### config.mk
export PLATFORM = sky130hd
export DESIGN_NAME = rom_access_arbiter
export DESIGN_NICKNAME = d
export VERILOG_FILES = /design/src/rtl/rom_access_arbiter.sv
export SDC_FILE = /design/constraint.sdc
export NUM_CORES = 1
export LEC_CHECK = 0
export ABC_AREA = 1
export CORE_MARGIN = 2
export CORE_UTILIZATION = 42
export DETAILED_ROUTE_END_ITERATION = 7
export GPL_ROUTABILITY_DRIVEN = 0
export PLACE_DENSITY = 0.85
export SLEW_MARGIN = 0
export SYNTH_ARGS = -nofsm -noshare
export SYNTH_HDL_FRONTEND = slang
export SYNTH_SLANG_ARGS = --single-unit
### constraint.sdc
create_clock -name CLK -period 1.6 [get_ports CLK]
set_clock_uncertainty 0.15 [all_clocks]
set_input_delay 0.4 -clock CLK [delete_from_list [all_inputs] [get_ports CLK]]
set_output_delay 0.4 -clock CLK [all_outputs]
set_load 0.01 [all_outputs]
### src/rtl/rom_access_arbiter.sv
// Two-port (fetch/data) arbiter in front of a single-read-port combinational ROM.
// Optional single-entry fetch prefetch buffer: define ROM_FETCH_PREFETCH_EN.
module rom_access_arbiter #(
  parameter int ADDR_W = 16,
  parameter int DATA_W = 32
) (
  input  logic              CLK,
  input  logic              RST_N,
  input  logic              f_req,
  input  logic [ADDR_W-1:0] f_addr,
  output logic              f_gnt,
  output logic              f_rvalid,
  output logic [DATA_W-1:0] f_rdata,
  input  logic              d_req,
  input  logic [ADDR_W-1:0] d_addr,
  output logic              d_gnt,
  output logic              d_rvalid,
  output logic [DATA_W-1:0] d_rdata,
  output logic [ADDR_W-1:0] rom_addr,
  input  logic [DATA_W-1:0] rom_data
);

`ifdef ROM_FETCH_PREFETCH_EN
  typedef enum logic [1:0] {IDLE, READ, RESP, PF_READ} state_t;
`else
  typedef enum logic [1:0] {IDLE, READ, RESP} state_t;
`endif

  state_t state;
  logic   own_d;          // owner of the read in flight: 1 = D, 0 = F
  logic   last_winner_d;  // winner of the most recent contention
  logic   can_grant;
  logic   f_hit;
  logic   contend;
  logic   d_wins;

`ifdef ROM_FETCH_PREFETCH_EN
  logic [ADDR_W-1:0] pf_addr;
  logic [DATA_W-1:0] pf_data;
  logic              pf_valid;
  logic [ADDR_W-1:0] last_f_addr;
  logic              last_gnt_f;
  logic [ADDR_W-1:0] next_pf_addr;
  logic              pf_start;

  assign next_pf_addr = last_f_addr + {{(ADDR_W-1){1'b0}}, 1'b1};
  assign f_hit        = pf_valid && f_req && (f_addr == pf_addr);
  // Prefetch once per idle stretch; skip if the buffer already holds the next word.
  assign pf_start     = (state == IDLE) && !f_req && !d_req && last_gnt_f &&
                        !(pf_valid && (pf_addr == next_pf_addr));
`else
  assign f_hit = 1'b0;
`endif

  assign can_grant = (state == IDLE) || (state == RESP);
  // A prefetch hit never touches the ROM, so it cannot contend with D.
  assign contend   = f_req && !f_hit && d_req;
  assign d_wins    = !last_winner_d;
  assign f_gnt     = can_grant && f_req && (!contend || !d_wins);
  assign d_gnt     = can_grant && d_req && (!contend || d_wins);

  always_ff @(posedge CLK) begin
    if (!RST_N) begin
      state         <= IDLE;
      own_d         <= 1'b0;
      last_winner_d <= 1'b0;
      f_rvalid      <= 1'b0;
      d_rvalid      <= 1'b0;
      f_rdata       <= '0;
      d_rdata       <= '0;
      rom_addr      <= '0;
`ifdef ROM_FETCH_PREFETCH_EN
      pf_addr       <= '0;
      pf_data       <= '0;
      pf_valid      <= 1'b0;
      last_f_addr   <= '0;
      last_gnt_f    <= 1'b0;
`endif
    end else begin
      f_rvalid <= 1'b0;
      d_rvalid <= 1'b0;
      if (can_grant && contend) last_winner_d <= d_wins;
      case (state)
        READ: begin
          if (own_d) begin
            d_rvalid <= 1'b1;
            d_rdata  <= rom_data;
          end else begin
            f_rvalid <= 1'b1;
            f_rdata  <= rom_data;
          end
          state <= RESP;
        end
`ifdef ROM_FETCH_PREFETCH_EN
        PF_READ: begin
          pf_data  <= rom_data;
          pf_addr  <= rom_addr;
          pf_valid <= 1'b1;
          state    <= IDLE;
        end
`endif
        default: begin
          state <= IDLE;
`ifdef ROM_FETCH_PREFETCH_EN
          if (f_hit) begin
            f_rvalid    <= 1'b1;
            f_rdata     <= pf_data;
            last_f_addr <= f_addr;
            last_gnt_f  <= 1'b1;
          end
`endif
          if (d_gnt) begin
            own_d    <= 1'b1;
            rom_addr <= d_addr;
            state    <= READ;
`ifdef ROM_FETCH_PREFETCH_EN
            last_gnt_f <= 1'b0;
`endif
          end else if (f_gnt && !f_hit) begin
            own_d    <= 1'b0;
            rom_addr <= f_addr;
            state    <= READ;
`ifdef ROM_FETCH_PREFETCH_EN
            pf_valid    <= 1'b0;
            last_f_addr <= f_addr;
            last_gnt_f  <= 1'b1;
`endif
          end
`ifdef ROM_FETCH_PREFETCH_EN
          else if (pf_start) begin
            rom_addr <= next_pf_addr;
            state    <= PF_READ;
          end
`endif
        end
      endcase
    end
  end

endmodule

==> impl_metrics.py, run 1 <==
metrics = {
    "logic_synthesis": {
        "syn_area_um2": 3440,
        "syn_area_per_cell_um2": 7.660,
        "synthFlopType": "dfxtp_1",
        "yosysSeqAreaShare_pct": 50.05,
        "synth_cell_types": 21,
        "synth_seq_cells": 86,
        "synth_edf_count": 0,
        "synthCells": 449,
        "syn_nets": 517,
        "async_flop_share_pct": 0,
        "synth_warnings": 0,
    },
    "placement": {
        "io_buffers": 151,
        "dp_hpwl_mm": 7.195,
        "place_area_um2": 5097,
    },
    "sta": {
        "period_needed_ns": 1.579,
        "hold_viol": 0,
        "fmax_ghz": 0.6333,
        "period_share_pct": 98.69,
        "tightest_slew_ns": 0.3010,
        "setup_viol": 0,
        "slew_headroom_pct": 79.86,
        "drv_slew": 0,
        "rsz0062_at_grt": "true",
    },
    "floorplan": {
        "fp.dieArea_um2": 8929,
        "die_y_um": 94.50,
        "coreArea_um2": 8093,
        "io_pins": 152,
        "rows": 33,
        "start_util_pct": 42.50,
        "die_w_um": 94.50,
    },
    "route": {
        "ant_nets": 0,
        "drt_wl_total_mm": 9.891,
        "dr.first_iter.drc_count": 133,
        "wire_per_inst_um": 13.97,
        "drcViolationCount": 0,
        "vias_per_cell": 5.121,
        "num_vias": 3626,
        "drtPass1Iterations": 4,
    },
    "grt": {
        "first_global_vias": 3603,
        "grt.overflow.total": 0,
        "track_usage_pct": 22.77,
        "antenna_found_initial": 0,
        "grt_max_degree": 70,
        "grt_pass1_wl_mm": 16.23,
    },
    "pwr": {
        "ir_worst_vdd_uv": 537.9,
        "leakage_uw": 0.002437,
        "p_seq_share_pct": 50.6,
        "combinationalPowerShare_pct": 18.6,
        "p_clk_share_pct": 30.8,
        "p_per_area_nw_per_um2": 882.6,
        "power_uw": 4576,
        "power.switching_uw": 1256,
        "p_sw_share_pct": 27.45,
        "power.internal_uw": 3320,
    },
    "layout": {
        "final_common_cell": "nand2_1",
        "diodes": 0,
        "area_delta_synth_final_pct": 50.75,
        "fill_cells": 719,
        "drive_above_1_share_pct": 8.789,
        "final_cell_mix": "130 x nand2_1, 84 x dfxtp_1, 84 x dlygate4sd2_1, 66 x a21oi_1, 65 x clkdlybuf4s50_1",
        "final_util_pct": 64.07,
        "nNetsFinal": 666,
        "fin_area_um2": 5185,
    },
    "hold_path": {
        "hold_start": "d_rdata[20]",
        "whs_path_depth": 2,
        "hold_path.class": "reg2reg",
        "whs_endpoint": "d_rdata[20]",
    },
    "job": {
        "cap_violations": 0,
    },
    "cts": {
        "insertion_delay_ns": 0.33,
        "cts_root_buffer": "clkbuf_8",
        "cts_setup_buffers": 0,
        "cts_tree": "yes",
        "clockBufferDepth": 2,
        "clkSinkCount": 86,
        "h-tree-depth": 3,
        "clkSlewWorstSetupHoldPaths_ns": 0.09,
        "cts_made_buffers": 9,
    },
    "worst_setup_path": {
        "path_cells": "inv_4, nand2_2, a21oi_2, buf_2",
        "r2r_end": "f_rdata[4]",
        "arrival_ns": 1.03,
        "end_kind": "primary output",
        "reg2reg_depth": 6,
        "cp-start-kind": "flop",
        "path_class": "reg2out",
        "crit-reg2reg-launch": "state[0]",
        "critPathSlowestCell": "dfxtp_2",
        "worstPathRequired_ns": 1.05,
        "crit_buf_inv": 2,
        "rrSetupSlack_ns": 0.04,
        "cp_max_fo": 3,
        "critical_path.top_delay_family": "flip-flops",
        "slowest_delay_ns": 0.35,
    },
    "status": {
        "status": "completed",
    },
}
==> metal layers <==
metal / track usage [%] / vias up / share of wire [%]
met1: 24.89 / 1683 / 39
met5: 0 / - / 0
met4: 7.850 / 0 / 1.1
met2: 41.67 / 166 / 50
li1: - / 1768 / -
met3: 6.943 / 9 / 9.4
==> power by group through the flow <==
stage          clock (uW)  combinational (uW)  sequential (uW)
3_3_place_gp            0                 902             2360
6_report             1410                 850             2320
3_5_place_dp            0                 924             2370
2_1_floorplan           0                 360             2410
4_1_cts              1440                 849             2310
5_1_grt              1530                 930             2330
==> how the worst max path moves through the flow <==
stage	from	endpoint	slack (ns)	cells past startpoint
2_1_floorplan	state[0]	d_gnt	0.13	5
3_3_place_gp	f_req	f_gnt	-0.65	4
3_5_place_dp	f_req	f_gnt	-0.62	4
4_1_cts	state[0]	f_gnt	-0.03	4
5_1_grt	state[0]	f_gnt	-0.04	4
6_report	state[0]	f_gnt	0.02	4
==> state kept, by name (all words and copies together), names as in the netlist <==
register,count
state,2
last_winner_d,1
own_d,1
d_rdata,32
d_rvalid,1
rom_addr,16
f_rdata,32
f_rvalid,1
==> worst register-to-register path, stage by stage, from the launching register on <==
cell and delay, ns:
dfxtp_2 0.38, buf_8 0.25, nand2_1 0.15, nor2_4 0.14, buf_4 0.20, nand2_1 0.08, a21oi_1 0.14
==> cells by family after synthesis <==
| family | after synthesis | synth area share (%) |
|---|---|---|
| AND/OR/NAND/NOR | 222 | 29.79 |
| flip-flops | 86 | 50.05 |
| buffers and inverters | 72 | 9.785 |
| AO/OA/AOI/OAI | 69 | 10.37 |
==> area by class of cell <==
type	count	area, um2	area share [%]
Multi-Input combinational cell	291	1388	26.76
Tap cell	105	131.4	2.534
Clock inverter	4	30.03	0.5792
Timing Repair Buffer	172	1612	31.08
Sequential cell	86	1724	33.25
Clock buffer	12	155.1	2.992
Inverter	38	145.1	2.799
==> Yosys cell counts, types with 3 or more instances <==
library cell,count,area share [%]
buf_4,5,1.1
nor2_1,3,0.33
a21oi_1,67,9.7
buf_6,4,1.3
buf_2,13,1.9
inv_2,3,0.33
buf_1,5,0.55
dfxtp_1,86,50
nand3_1,49,7.1
nand2_1,131,14
inv_1,34,3.7
nand4_1,33,6.0
clkbuf_1,7,0.76
==> through the flow <==
step                      setup TNS (ns)  setup WS (ns)  hold WS [ns]  cells
after global placement            -8.731        -0.6502        0.2980    692
after CTS                       -0.02515       -0.02515        0.3139    708
after floorplan                        0         0.1292        0.3247    449
after detailed placement          -10.80        -0.6171        0.3027    692
after global routing             -0.1760       -0.03772        0.3284    708
final                                  0        0.02092        0.3104    708
==> repair_timing <==
action,CTS,global route
endpoints found under the setup margin,116,15
resized for setup,95,4
hold buffers,0,0
No activity file was read; power rests on OpenSTA's default activity.
==> run 2, diff against run 1 <==
--- a/config.mk
+++ b/config.mk
@@ -7,10 +7,11 @@
 export LEC_CHECK = 0
 export ABC_AREA = 1
 export CORE_MARGIN = 2
-export CORE_UTILIZATION = 42
+export CORE_UTILIZATION = 45
 export DETAILED_ROUTE_END_ITERATION = 7
 export GPL_ROUTABILITY_DRIVEN = 0
-export PLACE_DENSITY = 0.85
+export PLACE_DENSITY = 0.9
+export SETUP_SLACK_MARGIN = 0.5
 export SLEW_MARGIN = 0
 export SYNTH_ARGS = -nofsm -noshare
 export SYNTH_HDL_FRONTEND = slang
==> constraint.sdc (replaced) <==
create_clock -name CLK -period 2 [get_ports CLK]
set_clock_uncertainty 0.15 [all_clocks]
set_input_delay 0.5 -clock CLK [delete_from_list [all_inputs] [get_ports CLK]]
set_output_delay 0.5 -clock CLK [all_outputs]
set_load 0.01 [all_outputs]
==> run 2 against run 1 <==
Against the previous run: critical endpoint is now d_gnt; combinational power shrank 5.3%; flip-flop and latch count is the same; setup slack gained 0.22 ns; clock power shrank 13%; non-clock buffer count grew 20; cell area grew 4.9%; first-iteration DRC count grew 87%; sequential share of layout area grew 0.24 points; final cell count grew 2.0%; worst hold slack gained 0.0013 ns; routed wire length grew 15%.
==> impl_metrics.py, run 2 (same netlist as run 1, synthesis figures left out) <==
metrics = {
    "layout": {
        "final_common_cell": "nand2_1",
        "nNetsFinal": 686,
        "drive_above_1_share_pct": 41.57,
        "ff_latch_area_um2": 1822,
        "reg.largest.list": "d_rdata (32), f_rdata (32), rom_addr (16)",
        "area_delta_synth_final_pct": 58.13,
        "diodes": 0,
        "final_cells": 722,
        "final_cell_mix": "117 x nand2_1, 74 x dfxtp_2, 68 x buf_2, 65 x clkdlybuf4s50_1, 54 x a21oi_1",
        "fin_area_um2": 5439,
        "fill_cells": 527,
        "multi_input_area_um2": 1496,
    },
    "floorplan": {
        "io_pins": 152,
        "die_w_um": 91.43,
        "start_util_pct": 46.92,
        "coreArea_um2": 7331,
        "rows": 31,
        "fp.dieArea_um2": 8359,
        "die_y_um": 91.43,
    },
    "sta": {
        "slew_headroom_pct": 77.91,
        "tightest_slew_ns": 0.3313,
        "setup_viol": 0,
        "hold_viol": 0,
        "period_needed_ns": 1.755,
        "period_share_pct": 87.74,
        "tns_ns": 0,
        "drv_slew": 0,
        "fmax_ghz": 0.5698,
        "rsz0062_at_grt": "true",
    },
    "cts": {
        "clkSinkCount": 86,
        "clockBufferDepth": 2,
        "h-tree-depth": 3,
        "cts_made_buffers": 9,
        "cts_tree": "yes",
        "insertion_delay_ns": 0.34,
        "clkSlewWorstSetupHoldPaths_ns": 0.09,
        "cts_root_buffer": "clkbuf_8",
    },
    "worst_setup_path": {
        "critPathSlowestCell": "dfxtp_4",
        "path_class": "reg2out",
        "crit-reg2reg-launch": "state[0]",
        "worstPathRequired_ns": 1.35,
        "cp-start-kind": "flop",
        "worstSetupStartpoint": "state[0]",
        "slowest_delay_ns": 0.37,
        "end_kind": "primary output",
        "arrival_ns": 1.10,
        "cp_max_fo": 3,
        "path_cells": "inv_4, buf_6, nand3_4, inv_4, buf_6",
    },
    "placement": {
        "dp_hpwl_mm": 7.205,
        "place_area_um2": 5099,
        "placedCellCount": 684,
        "io_buffers": 151,
    },
    "status": {
        "status": "completed",
    },
    "grt": {
        "track_usage_pct": 24.78,
        "grt.overflow.total": 0,
        "first_global_vias": 3631,
        "grt_pass1_wl_mm": 16.90,
        "grt_max_degree": 70,
        "antenna_found_initial": 0,
    },
    "pwr": {
        "ir_worst_vdd_uv": 411.8,
        "leakage_uw": 0.002429,
        "p_per_area_nw_per_um2": 716.4,
    },
    "route": {
        "drtPass1Iterations": 5,
        "wire_per_inst_um": 15.74,
        "drcViolationCount": 0,
        "num_vias": 3845,
        "vias_per_cell": 5.325,
        "drt_wl_total_mm": 11.36,
        "dr.first_iter.drc_count": 249,
        "ant_nets": 0,
    },
    "job": {
        "cap_violations": 0,
    },
    "hold_path": {
        "hold_path.class": "reg2reg",
        "hold_start": "d_rdata[10]",
    },
}
==> run 2: cell count changes in the layout (fill, tap and decap cells not counted), moves of 13 or more <==
cell and change:
dlygate4sd2_1 -84, dfxtp_2 +72, buf_2 +66, nand2_1 -13
buf_6 +21, dfxtp_1 -74
==> run 2: area by class of cell <==
class	count	area share, %
clock buffer	11	2.599
tap	99	2.277
clock inverter	5	1.081
sequential	86	33.49
inverter	38	2.715
multi-input combinational	291	27.51
timing repair buffer	192	30.32
==> run 2: critical path: cells and delay by family (launching register included) <==
family / cells / cell delay, ns
and+or+nand+nor: 1 / 0.09
DFF: 1 / 0.37
buffers and inverters: 4 / 0.30
==> run 2: final timing paths <==
kind | end | slack [ns] | cells past startpoint
max | d_gnt | 0.25 | 5
min | d_rdata[10] | 0.31 | 2
max reg2reg | rom_addr[5] | 0.44 | 8
min reg2reg | d_rdata[10] | 0.31 | 2
==> run 2: metrics by stage <==
| stage | total power [uW] | hold WS (ns) | util (%) | setup slack (ns) |
|---|---|---|---|---|
| 4_1_cts | 3774 | 0.3125 | 69.04 | 0.2252 |
| 3_3_place_gp | 2618 | 0.3000 | 69.55 | -0.4661 |
| 2_1_floorplan | 2220 | 0.3340 | - | 0.4680 |
| 6_report | 3897 | 0.3117 | 74.19 | 0.2451 |
| 3_5_place_dp | 2638 | 0.3054 | 69.55 | -0.4721 |
| 5_1_grt | 4073 | 0.3286 | 74.19 | 0.1994 |
==> run 2: where the power goes <==
| group | internal, uW | switching, uW | leakage, uW |
|---|---|---|---|
| clock network | 612 | 604 | 0.0000955 |
| logic | 399 | 406 | 0.00160 |
| registers | 1820 | 58.4 | 0.000735 |
| total | 2830 | 1070 | 0.00243 |
==> run 2: layer usage <==
layer	wire length, um	share of wire (%)	track usage, %	vias to the layer above
li1	-	-	-	1816
met1	4387	39	28.25	1770
met2	5707	50	43.44	242
met3	1099	9.7	7.220	17
met4	167	1.5	9.470	0
met5	0	0	0	-
==> run 2: what timing repair did <==
item,in CTS,in global routing
resized for setup,412,65
hold buffers,0,0
pin swaps,2,15
cloned,0,5
buffers inserted,9,8
setup endpoints to repair,158,91
